### config.mk
export PLATFORM = sky130hd
export DESIGN_NAME = imem_loadable_flat
export DESIGN_NICKNAME = d
export VERILOG_FILES = /design/src/rtl/imem_pkg.sv /design/src/rtl/imem_loadable_if.sv /design/src/rtl/imem_ram.sv /design/src/rtl/imem_loadable.sv /design/src/flat_wrapper.sv
export SDC_FILE = /design/constraint.sdc
export NUM_CORES = 2
export LEC_CHECK = 0
export CORE_ASPECT_RATIO = 1.25
export CORE_MARGIN = 5
export CORE_UTILIZATION = 40
export DETAILED_ROUTE_END_ITERATION = 8
export HOLD_SLACK_MARGIN = 0.15
export PLACE_DENSITY = 0.64
export SKIP_LAST_GASP = 1
export SYNTH_ARGS = -nofsm -noshare
export SYNTH_HDL_FRONTEND = slang
export SYNTH_HIERARCHICAL = 1
export SYNTH_SLANG_ARGS = --single-unit
### constraint.sdc
create_clock -name clk -period 7.8 [get_ports clk]
set_input_delay 2.34 -clock clk [delete_from_list [all_inputs] [get_ports clk]]
set_output_delay 2.34 -clock clk [all_outputs]
set_load 0.02 [all_outputs]
### src/rtl/imem_pkg.sv
// Shared types and constants for the loadable instruction memory.
// The FSM state enum and the word returned on a faulting fetch.
package imem_pkg;

  typedef enum logic {
    ST_RUN  = 1'b0,
    ST_LOAD = 1'b1
  } state_t;

  // Wide enough for any DATA_W; users slice to their word width.
  localparam logic [255:0] NOP_WORD = '0;

endpackage

### src/rtl/imem_loadable_if.sv
// Load-port and fetch-port bundle for imem_loadable.
// The master side is the loader/fetch stage; the slave side is the memory.
interface imem_loadable_if #(
  parameter int DATA_W = 16,
  parameter int ADDR_W = 8
);

  logic              load_start;
  logic              load_valid;
  logic [DATA_W-1:0] load_data;
  logic              load_done;
  logic              busy;
  logic [ADDR_W:0]   load_count;
  logic              load_ovf;

  logic              fetch_req;
  logic [ADDR_W-1:0] fetch_addr;
  logic              fetch_ready;
  logic              instr_valid;
  logic [DATA_W-1:0] instruction;
  logic              fault;
  logic              instr_ready;

  modport master (
    output load_start, load_valid, load_data, load_done,
    output fetch_req, fetch_addr, instr_ready,
    input  busy, load_count, load_ovf,
    input  fetch_ready, instr_valid, instruction, fault
  );

  modport slave (
    input  load_start, load_valid, load_data, load_done,
    input  fetch_req, fetch_addr, instr_ready,
    output busy, load_count, load_ovf,
    output fetch_ready, instr_valid, instruction, fault
  );

endinterface

### src/rtl/imem_ram.sv
// Simple dual-port synchronous RAM: one write port, one read port with
// registered read data that only updates when a read is enabled.
module imem_ram #(
  parameter int DATA_W = 16,
  parameter int ADDR_W = 8,
  parameter int DEPTH  = 1 << ADDR_W
) (
  input  logic              clk,
  input  logic              we,
  input  logic [ADDR_W-1:0] waddr,
  input  logic [DATA_W-1:0] wdata,
  input  logic              re,
  input  logic [ADDR_W-1:0] raddr,
  output logic [DATA_W-1:0] rdata
);

  logic [DATA_W-1:0] mem_reg [DEPTH];
  logic [DATA_W-1:0] rdata_reg;

  // No reset here so the array and read register map onto block RAM.
  always_ff @(posedge clk) begin
    if (we) begin
      mem_reg[waddr] <= wdata;
    end
    if (re) begin
      rdata_reg <= mem_reg[raddr];
    end
  end

  assign rdata = rdata_reg;

endmodule

### src/rtl/imem_loadable.sv
// Loadable instruction memory: sequential load port, one-cycle registered
// fetch port with back-pressure, and fault flag beyond the program length.
module imem_loadable
  import imem_pkg::*;
#(
  parameter int DATA_W = 16,
  parameter int ADDR_W = 8,
  parameter int DEPTH  = 1 << ADDR_W
) (
  input  logic             clk,
  input  logic             rst_n,
  imem_loadable_if.slave   bus
);

  localparam logic [ADDR_W:0] DEPTH_C = (ADDR_W + 1)'(DEPTH);

  state_t            state_reg, state_next;
  logic [ADDR_W:0]   count_reg, count_next;
  logic              ovf_reg, ovf_next;
  logic              valid_reg, valid_next;
  logic              hit_reg, hit_next;
  logic              fault_reg, fault_next;

  logic              fetch_ready;
  logic              accept;
  logic              in_range;
  logic              ram_we;
  logic              ram_re;
  logic [DATA_W-1:0] ram_rdata;

  always_ff @(posedge clk or negedge rst_n) begin
    if (!rst_n) begin
      state_reg <= ST_RUN;
      count_reg <= '0;
      ovf_reg   <= 1'b0;
      valid_reg <= 1'b0;
      hit_reg   <= 1'b0;
      fault_reg <= 1'b0;
    end else begin
      state_reg <= state_next;
      count_reg <= count_next;
      ovf_reg   <= ovf_next;
      valid_reg <= valid_next;
      hit_reg   <= hit_next;
      fault_reg <= fault_next;
    end
  end

  // The load pointer always equals the word count, so one register serves both.
  always_comb begin
    state_next  = state_reg;
    count_next  = count_reg;
    ovf_next    = ovf_reg;
    valid_next  = valid_reg;
    hit_next    = hit_reg;
    fault_next  = fault_reg;
    ram_we      = 1'b0;
    ram_re      = 1'b0;

    fetch_ready = (state_reg == ST_RUN) && !bus.load_start &&
                  (!valid_reg || bus.instr_ready);
    accept      = bus.fetch_req && fetch_ready;
    in_range    = {1'b0, bus.fetch_addr} < count_reg;

    case (state_reg)
      ST_RUN: begin
        if (bus.load_start) begin
          state_next = ST_LOAD;
          count_next = '0;
          ovf_next   = 1'b0;
        end
      end
      ST_LOAD: begin
        if (bus.load_start) begin
          count_next = '0;
          ovf_next   = 1'b0;
        end else begin
          // A write in the load_done cycle still lands before returning to RUN.
          if (bus.load_valid) begin
            if (count_reg < DEPTH_C) begin
              ram_we     = 1'b1;
              count_next = count_reg + 1'b1;
            end else begin
              ovf_next = 1'b1;
            end
          end
          if (bus.load_done) begin
            state_next = ST_RUN;
          end
        end
      end
      default: state_next = ST_RUN;
    endcase

    // Out-of-range fetches skip the RAM read; hit_reg selects the zero word.
    if (bus.load_start) begin
      valid_next = 1'b0;
    end else if (accept) begin
      valid_next = 1'b1;
      hit_next   = in_range;
      fault_next = !in_range;
      ram_re     = in_range;
    end else if (bus.instr_ready) begin
      valid_next = 1'b0;
    end
  end

  imem_ram #(
    .DATA_W (DATA_W),
    .ADDR_W (ADDR_W),
    .DEPTH  (DEPTH)
  ) u_ram (
    .clk   (clk),
    .we    (ram_we),
    .waddr (count_reg[ADDR_W-1:0]),
    .wdata (bus.load_data),
    .re    (ram_re),
    .raddr (bus.fetch_addr),
    .rdata (ram_rdata)
  );

  assign bus.busy        = (state_reg == ST_LOAD);
  assign bus.load_count  = count_reg;
  assign bus.load_ovf    = ovf_reg;
  assign bus.fetch_ready = fetch_ready;
  assign bus.instr_valid = valid_reg;
  assign bus.instruction = hit_reg ? ram_rdata : NOP_WORD[DATA_W-1:0];
  assign bus.fault       = fault_reg;

endmodule

### src/flat_wrapper.sv
// flat-port wrapper written by rule: the top's interface ports become plain ports
module imem_loadable_flat import imem_pkg::*;
#(
  parameter int DATA_W = 16,
  parameter int ADDR_W = 8,
  parameter int DEPTH  = 1 << ADDR_W
)
  (clk, rst_n, bus_load_start, bus_load_valid, bus_load_data, bus_load_done, bus_fetch_req, bus_fetch_addr, bus_instr_ready, bus_busy, bus_load_count, bus_load_ovf, bus_fetch_ready, bus_instr_valid, bus_instruction, bus_fault);
  imem_loadable_if #(.DATA_W(DATA_W), .ADDR_W(ADDR_W)) bus_i ();
  input  logic clk;
  input  logic rst_n;
  input wire logic [$bits(bus_i.load_start)-1:0] bus_load_start;
  input wire logic [$bits(bus_i.load_valid)-1:0] bus_load_valid;
  input wire logic [$bits(bus_i.load_data)-1:0] bus_load_data;
  input wire logic [$bits(bus_i.load_done)-1:0] bus_load_done;
  input wire logic [$bits(bus_i.fetch_req)-1:0] bus_fetch_req;
  input wire logic [$bits(bus_i.fetch_addr)-1:0] bus_fetch_addr;
  input wire logic [$bits(bus_i.instr_ready)-1:0] bus_instr_ready;
  output wire logic [$bits(bus_i.busy)-1:0] bus_busy;
  output wire logic [$bits(bus_i.load_count)-1:0] bus_load_count;
  output wire logic [$bits(bus_i.load_ovf)-1:0] bus_load_ovf;
  output wire logic [$bits(bus_i.fetch_ready)-1:0] bus_fetch_ready;
  output wire logic [$bits(bus_i.instr_valid)-1:0] bus_instr_valid;
  output wire logic [$bits(bus_i.instruction)-1:0] bus_instruction;
  output wire logic [$bits(bus_i.fault)-1:0] bus_fault;
  assign bus_i.load_start = bus_load_start;
  assign bus_i.load_valid = bus_load_valid;
  assign bus_i.load_data = bus_load_data;
  assign bus_i.load_done = bus_load_done;
  assign bus_i.fetch_req = bus_fetch_req;
  assign bus_i.fetch_addr = bus_fetch_addr;
  assign bus_i.instr_ready = bus_instr_ready;
  assign bus_busy = bus_i.busy;
  assign bus_load_count = bus_i.load_count;
  assign bus_load_ovf = bus_i.load_ovf;
  assign bus_fetch_ready = bus_i.fetch_ready;
  assign bus_instr_valid = bus_i.instr_valid;
  assign bus_instruction = bus_i.instruction;
  assign bus_fault = bus_i.fault;
  imem_loadable #(.DATA_W(DATA_W), .ADDR_W(ADDR_W), .DEPTH(DEPTH)) u_core (.clk(clk), .rst_n(rst_n), .bus(bus_i));
endmodule
Word level (Yosys, flattened, before mapping)
Memory sizes are Yosys's and may differ from the RTL's. A register that Yosys moved wholly into a read port is not among the register bits.
Cells that the tools add are included.
{ "op_classes": {"addsub": 1, "multipliers": 0, "div_mod_pow": 0, "magnitude_cmp": 2, "eq_ne": 4, "shift": 0, "n_mux": 26, "bitwise": 2, "n_reduce_logical": 11} }
{ "op_table": {"columns": ["operator", "count"], "rows": [
  ["$mux W9", 4],
  ["$mux W1", 18],
  ["$pmux W9 S2", 1],
  ["$mux W16", 1],
  ["$add A9 B1 Y9 const B", 1],
  ["$lt A8 B9 Y1", 1],
  ["$lt A9 B9 Y1 const B", 1],
  ["$ne A3 B3 Y1 const B", 3],
  ["$reduce_and A3 Y1", 2],
  ["$pmux W1 S2", 2],
  ["$logic_and A1 B1 Y1", 3],
  ["$logic_not A1 Y1", 3],
  ["$reduce_bool A3 Y1", 1],
  ["$ne A2 B2 Y1 const B", 1],
  ["$not A1 Y1", 2],
  ["$reduce_and A2 Y1", 1],
  ["$logic_or A1 B1 Y1", 1]
]} }
{ "word_totals": {"regBits": 14, "latch_bits": 0, "ram_bits": 4096, "rom_bits": 0, "word_cells": 53, "mem_count": 1} }
{ "mem_list": {"columns": ["memory", "words", "width", "read_ports", "rd_ports_with_merged_regs", "write_ports", "line", "rtl"], "rows": [
  ["u_core.u_ram.mem_reg", 256, 16, 1, 1, 1, "imem_ram.sv:17", "logic [DATA_W-1:0] mem_reg [DEPTH];"]
]} }

Depth between registers and ports, before layout
{ "logic_depth": {"depth_word": 7, "ltp_mapped": 12, "mapped_depth_nobuf": 6} }

Cells and area by module
Netlist, hierarchy kept.
{ "modules_own_cells": {"columns": ["mod", "n_inst", "cells_per_inst", "area_each_um2", "seq_area_each_um2"], "rows": [
  ["imem_ram", 1, 7360, 158874.9, 123478.4],
  ["imem_loadable", 1, 100, 925.9, 350.3]
]} }

Least setup slack after synthesis
OpenSTA, ideal clock, no wires.
{ "synth_path": {"path_type": "in2out", "start": "input port bus_instr_ready", "end": "output port bus_fetch_ready", "arrival_time_ns": 2.853, "slack_ns": 2.607, "cell_stages": 2, "path_cell_list": "nor2b_1 > nor3_1"} }
{ "synth_between": {"elab_chain_cells": 2} }
{ "synth_rtl": {"columns": ["item", "line", "rtl"], "rows": [
  ["from (decl)", "flat_wrapper.sv:18", "input wire logic [$bits(bus_i.instr_ready)-1:0] bus_instr_ready;"],
  ["$logic_or A1 B1 Y1", "imem_loadable.sv:61", "(!valid_reg || bus.instr_ready);"],
  ["$logic_and A1 B1 Y1", "imem_loadable.sv:60", "fetch_ready = (state_reg == ST_RUN) && !bus.load_start &&"],
  ["to (decl)", "flat_wrapper.sv:22", "output wire logic [$bits(bus_i.fetch_ready)-1:0] bus_fetch_ready;"]
]} }
No other way between the ends.

Worst setup path after layout
{ "layout_path": {"start": "input port bus_load_start", "end": "output port bus_fetch_ready"} }
{ "layout_between": {"elab_chain_cells": 3} }
{ "layout_rtl": {"columns": ["item", "line", "rtl"], "rows": [
  ["from (decl)", "flat_wrapper.sv:12", "input wire logic [$bits(bus_i.load_start)-1:0] bus_load_start;"],
  ["$logic_not A1 Y1", "imem_loadable.sv:60", null],
  ["$logic_and A1 B1 Y1 (2 in series)", "imem_loadable.sv:60", null]
]} }
No other way between the ends.

==> flow_summary.json <==
{
  "syn_area_mm2": 0.160,
  "drive_above_1_share_pct": 23.8,
  "rsz0062_at_grt": "no",
  "port_buffers": 60,
  "finalWirelength_mm": 423,
  "cts_root_buf": "clkbuf_16",
  "design.die.area_mm2": 0.412,
  "fp.dieH_um": 717,
  "synth_edf_count": 4112,
  "core_mm2": 0.398,
  "dpl_cell_area_mm2": 0.168,
  "ys_warn_count": 6,
  "fin_crit_ns": 6.26,
  "crit_fanout": 13,
  "ant_nets": 0,
  "worst-setup-path-type": "in -> out",
  "yosys_most_used_dff": "edfxtp_1",
  "ys_top_cells_by_count": "4112 x edfxtp_1, 797 x mux4_2, 566 x mux2i_1",
  "yosys.cell_count.top_type": "edfxtp_1",
  "fin_tns_setup_ns": 0,
  "gr-total-overflow": 0,
  "clk_pin_slew_ns": 0.06,
  "cts_buffer_depth": 4,
  "numCtsBuffers": 385,
  "max-vdd-ir-drop_mv": 0.180,
  "synth_nets": 7499,
  "cts_tree": "done",
  "ys_ff_latch": 4126,
  "final-max-slew-violation-count": 0,
  "viasPerCell": 5.95,
  "clock_sinks": 4126,
  "h-tree-depth": 5,
  "nets": 7898,
  "synth_seq_area_share_pct": 77.5,
  "finalInstanceArea_mm2": 0.180,
  "hpwl_mm": 255,
  "grtUsageTotal_pct": 20.1,
  "stdcell_count": 13400,
  "cellPowerDensity_mw_per_mm2": 250,
  "hold_viol_final": 0,
  "place_inst": 12700,
  "status": "finished, final reports clean",
  "worstSkewPairLatency_ns": 0.93,
  "yosys.area.top_type": "edfxtp_1",
  "maxCapViolations": 0,
  "cts_hold_buf": 0,
  "ys_async_sr_fraction_pct": 0.339,
  "route.detailed.drc": 0,
  "grt_pass1_vias": 79300,
  "drt_iter0_drc": 10700,
  "pin_count": 61,
  "start_util_pct": 40.2,
  "cp-start-kind": "input pin",
  "holdCritPathClass": "reg -> reg",
  "synth_area_leaders": "edfxtp_1 77%, mux4_2 11%, mux2i_1 3.5%",
  "clock_skew_ns": 0.0641,
  "arrival_ns": 3.92,
  "syn_avg_cell_area_um2": 21.4,
  "p_leak_nw": 56.5,
  "gp_congestion": 0.956,
  "power_mw": 45.1,
  "fillCellCount": 32800,
  "slew_headroom_pct": 4.06,
  "endpoint_kind": "primary output",
  "dr_total_vias": 79700,
  "largest_register_ffs": 4096,
  "antenna_found_initial": 22,
  "cts_resized": 0,
  "first_pass_iters": 6,
  "clock.fmax_mhz": 160,
  "grt_pass1_wl_mm": 599,
  "postSynthCellCount": 7460,
  "wire_per_inst_um": 31.6,
  "grt_start_max_net_pins": 177,
  "rows": 259,
  "tightest_slew_ns": 1.44,
  "syn_to_final_growth_pct": 12.9,
  "min_period_over_period_pct": 80.2,
  "required_ns": 5.46,
  "die_x_um": 575,
  "synth_top_area_share_pct": 77.3,
  "setup-violations-final": 0,
  "post_cts_buffers": 0,
  "synthDistinctLibCells": 61
}
stage by stage:
stage	util, %	setup WS [ns]	hold WS, ns
2_1_floorplan	-	2.61	0.544
3_3_place_gp	42.3	1.02	0.492
3_5_place_dp	42.3	1.12	0.506
4_1_cts	45.3	1.54	0.531
5_1_grt	45.3	1.48	0.576
6_report	45.3	1.54	0.537
worst paths after layout:
kind / slack (ns) / to / startpoint / depth (start not counted)
max in group asynchronous: 5.54 / u_core/bus.load_count[4] / rst_n / 1
max reg2reg: 3.55 / u_core/u_ram/mem_reg[37][5] / u_core/bus.load_count[0] / 5
min in group asynchronous: 1.83 / u_core/bus.fault / rst_n / 1
max: 1.54 / bus_fetch_ready / bus_load_start / 3
min: 0.54 / u_core/bus.load_ovf / u_core/bus.load_ovf / 2
min reg2reg: 0.54 / u_core/bus.load_ovf / u_core/bus.load_ovf / 2
placed cells by master (no fill, tap or decap), types with 15 or more instances in the layout:
cell type,synthesis,routed
a211oi_1,18,18
a21oi_1,179,179
a221oi_1,28,28
a22o_1,32,32
a22oi_1,43,43
and2_1,18,18
buf_12,5,42
buf_4,26,364
buf_8,11,17
bufinv_16,0,36
clkbuf_1,232,68
clkbuf_16,0,392
clkdlybuf4s50_1,0,39
clkinv_1,0,74
clkinv_2,0,79
clkinvlp_4,0,15
edfxtp_1,4112,4112
mux2_2,88,88
mux2i_1,566,566
mux4_2,797,797
nand2_1,40,40
nand3_1,35,26
nand4_1,27,27
nor2_1,313,262
nor2_2,0,51
nor3_1,95,92
nor4_1,18,18
o21ai_0,41,38
o221ai_1,252,252
o22ai_1,148,148
o31ai_1,16,16
o32ai_1,20,20
cell type report:
class                   instances  area (um^2)  share of cell area [%]
flip-flops and latches       4126       124000                    68.6
multi-input cells            2866        33500                    18.5
clock buffers                 460        10100                    5.58
well taps                    5220         6530                    3.62
repair buffers                466         4280                    2.37
clock inverters               229         2150                    1.19
inverters                      14         65.1                  0.0361
diodes                         11         27.5                  0.0153
worst max-delay path, stage by stage:
cell and delay [ns]:
clkdlybuf4s50_1 0.63, nor3_1 0.30, clkdlybuf4s50_1 0.65
power by group:
part,switching [mW],internal (mW)
clock network,8.01,10.4
registers,0.0247,24.4
logic,1.48,0.758
total,9.52,35.6
metal layers:
metal | vias up | global-route usage (%) | wire length (um)
met5 | - | 0 | 52
met4 | 2 | 9.27 | 23100
met3 | 836 | 3.70 | 37500
met2 | 4086 | 32.6 | 204000
met1 | 42400 | 26.4 | 158000
li1 | 32400 | - | -
kinds of logic (layout without fill, tap and decap cells):
logic type / Yosys count / count (layout) / share of synthesized area [%]
compound gates: 803 / 803 / 3.58
simple gates: 599 / 599 / 1.73
fa+ha+maj: 8 / 8 / 0.0626
mux: 1451 / 1451 / 15.4
buf+inv: 468 / 1169 / 1.71
other cells: 0 / 11 / 0
xor+xnor: 5 / 5 / 0.0274
flops: 4126 / 4126 / 77.5
No activity file was read; power rests on OpenSTA's default activity.
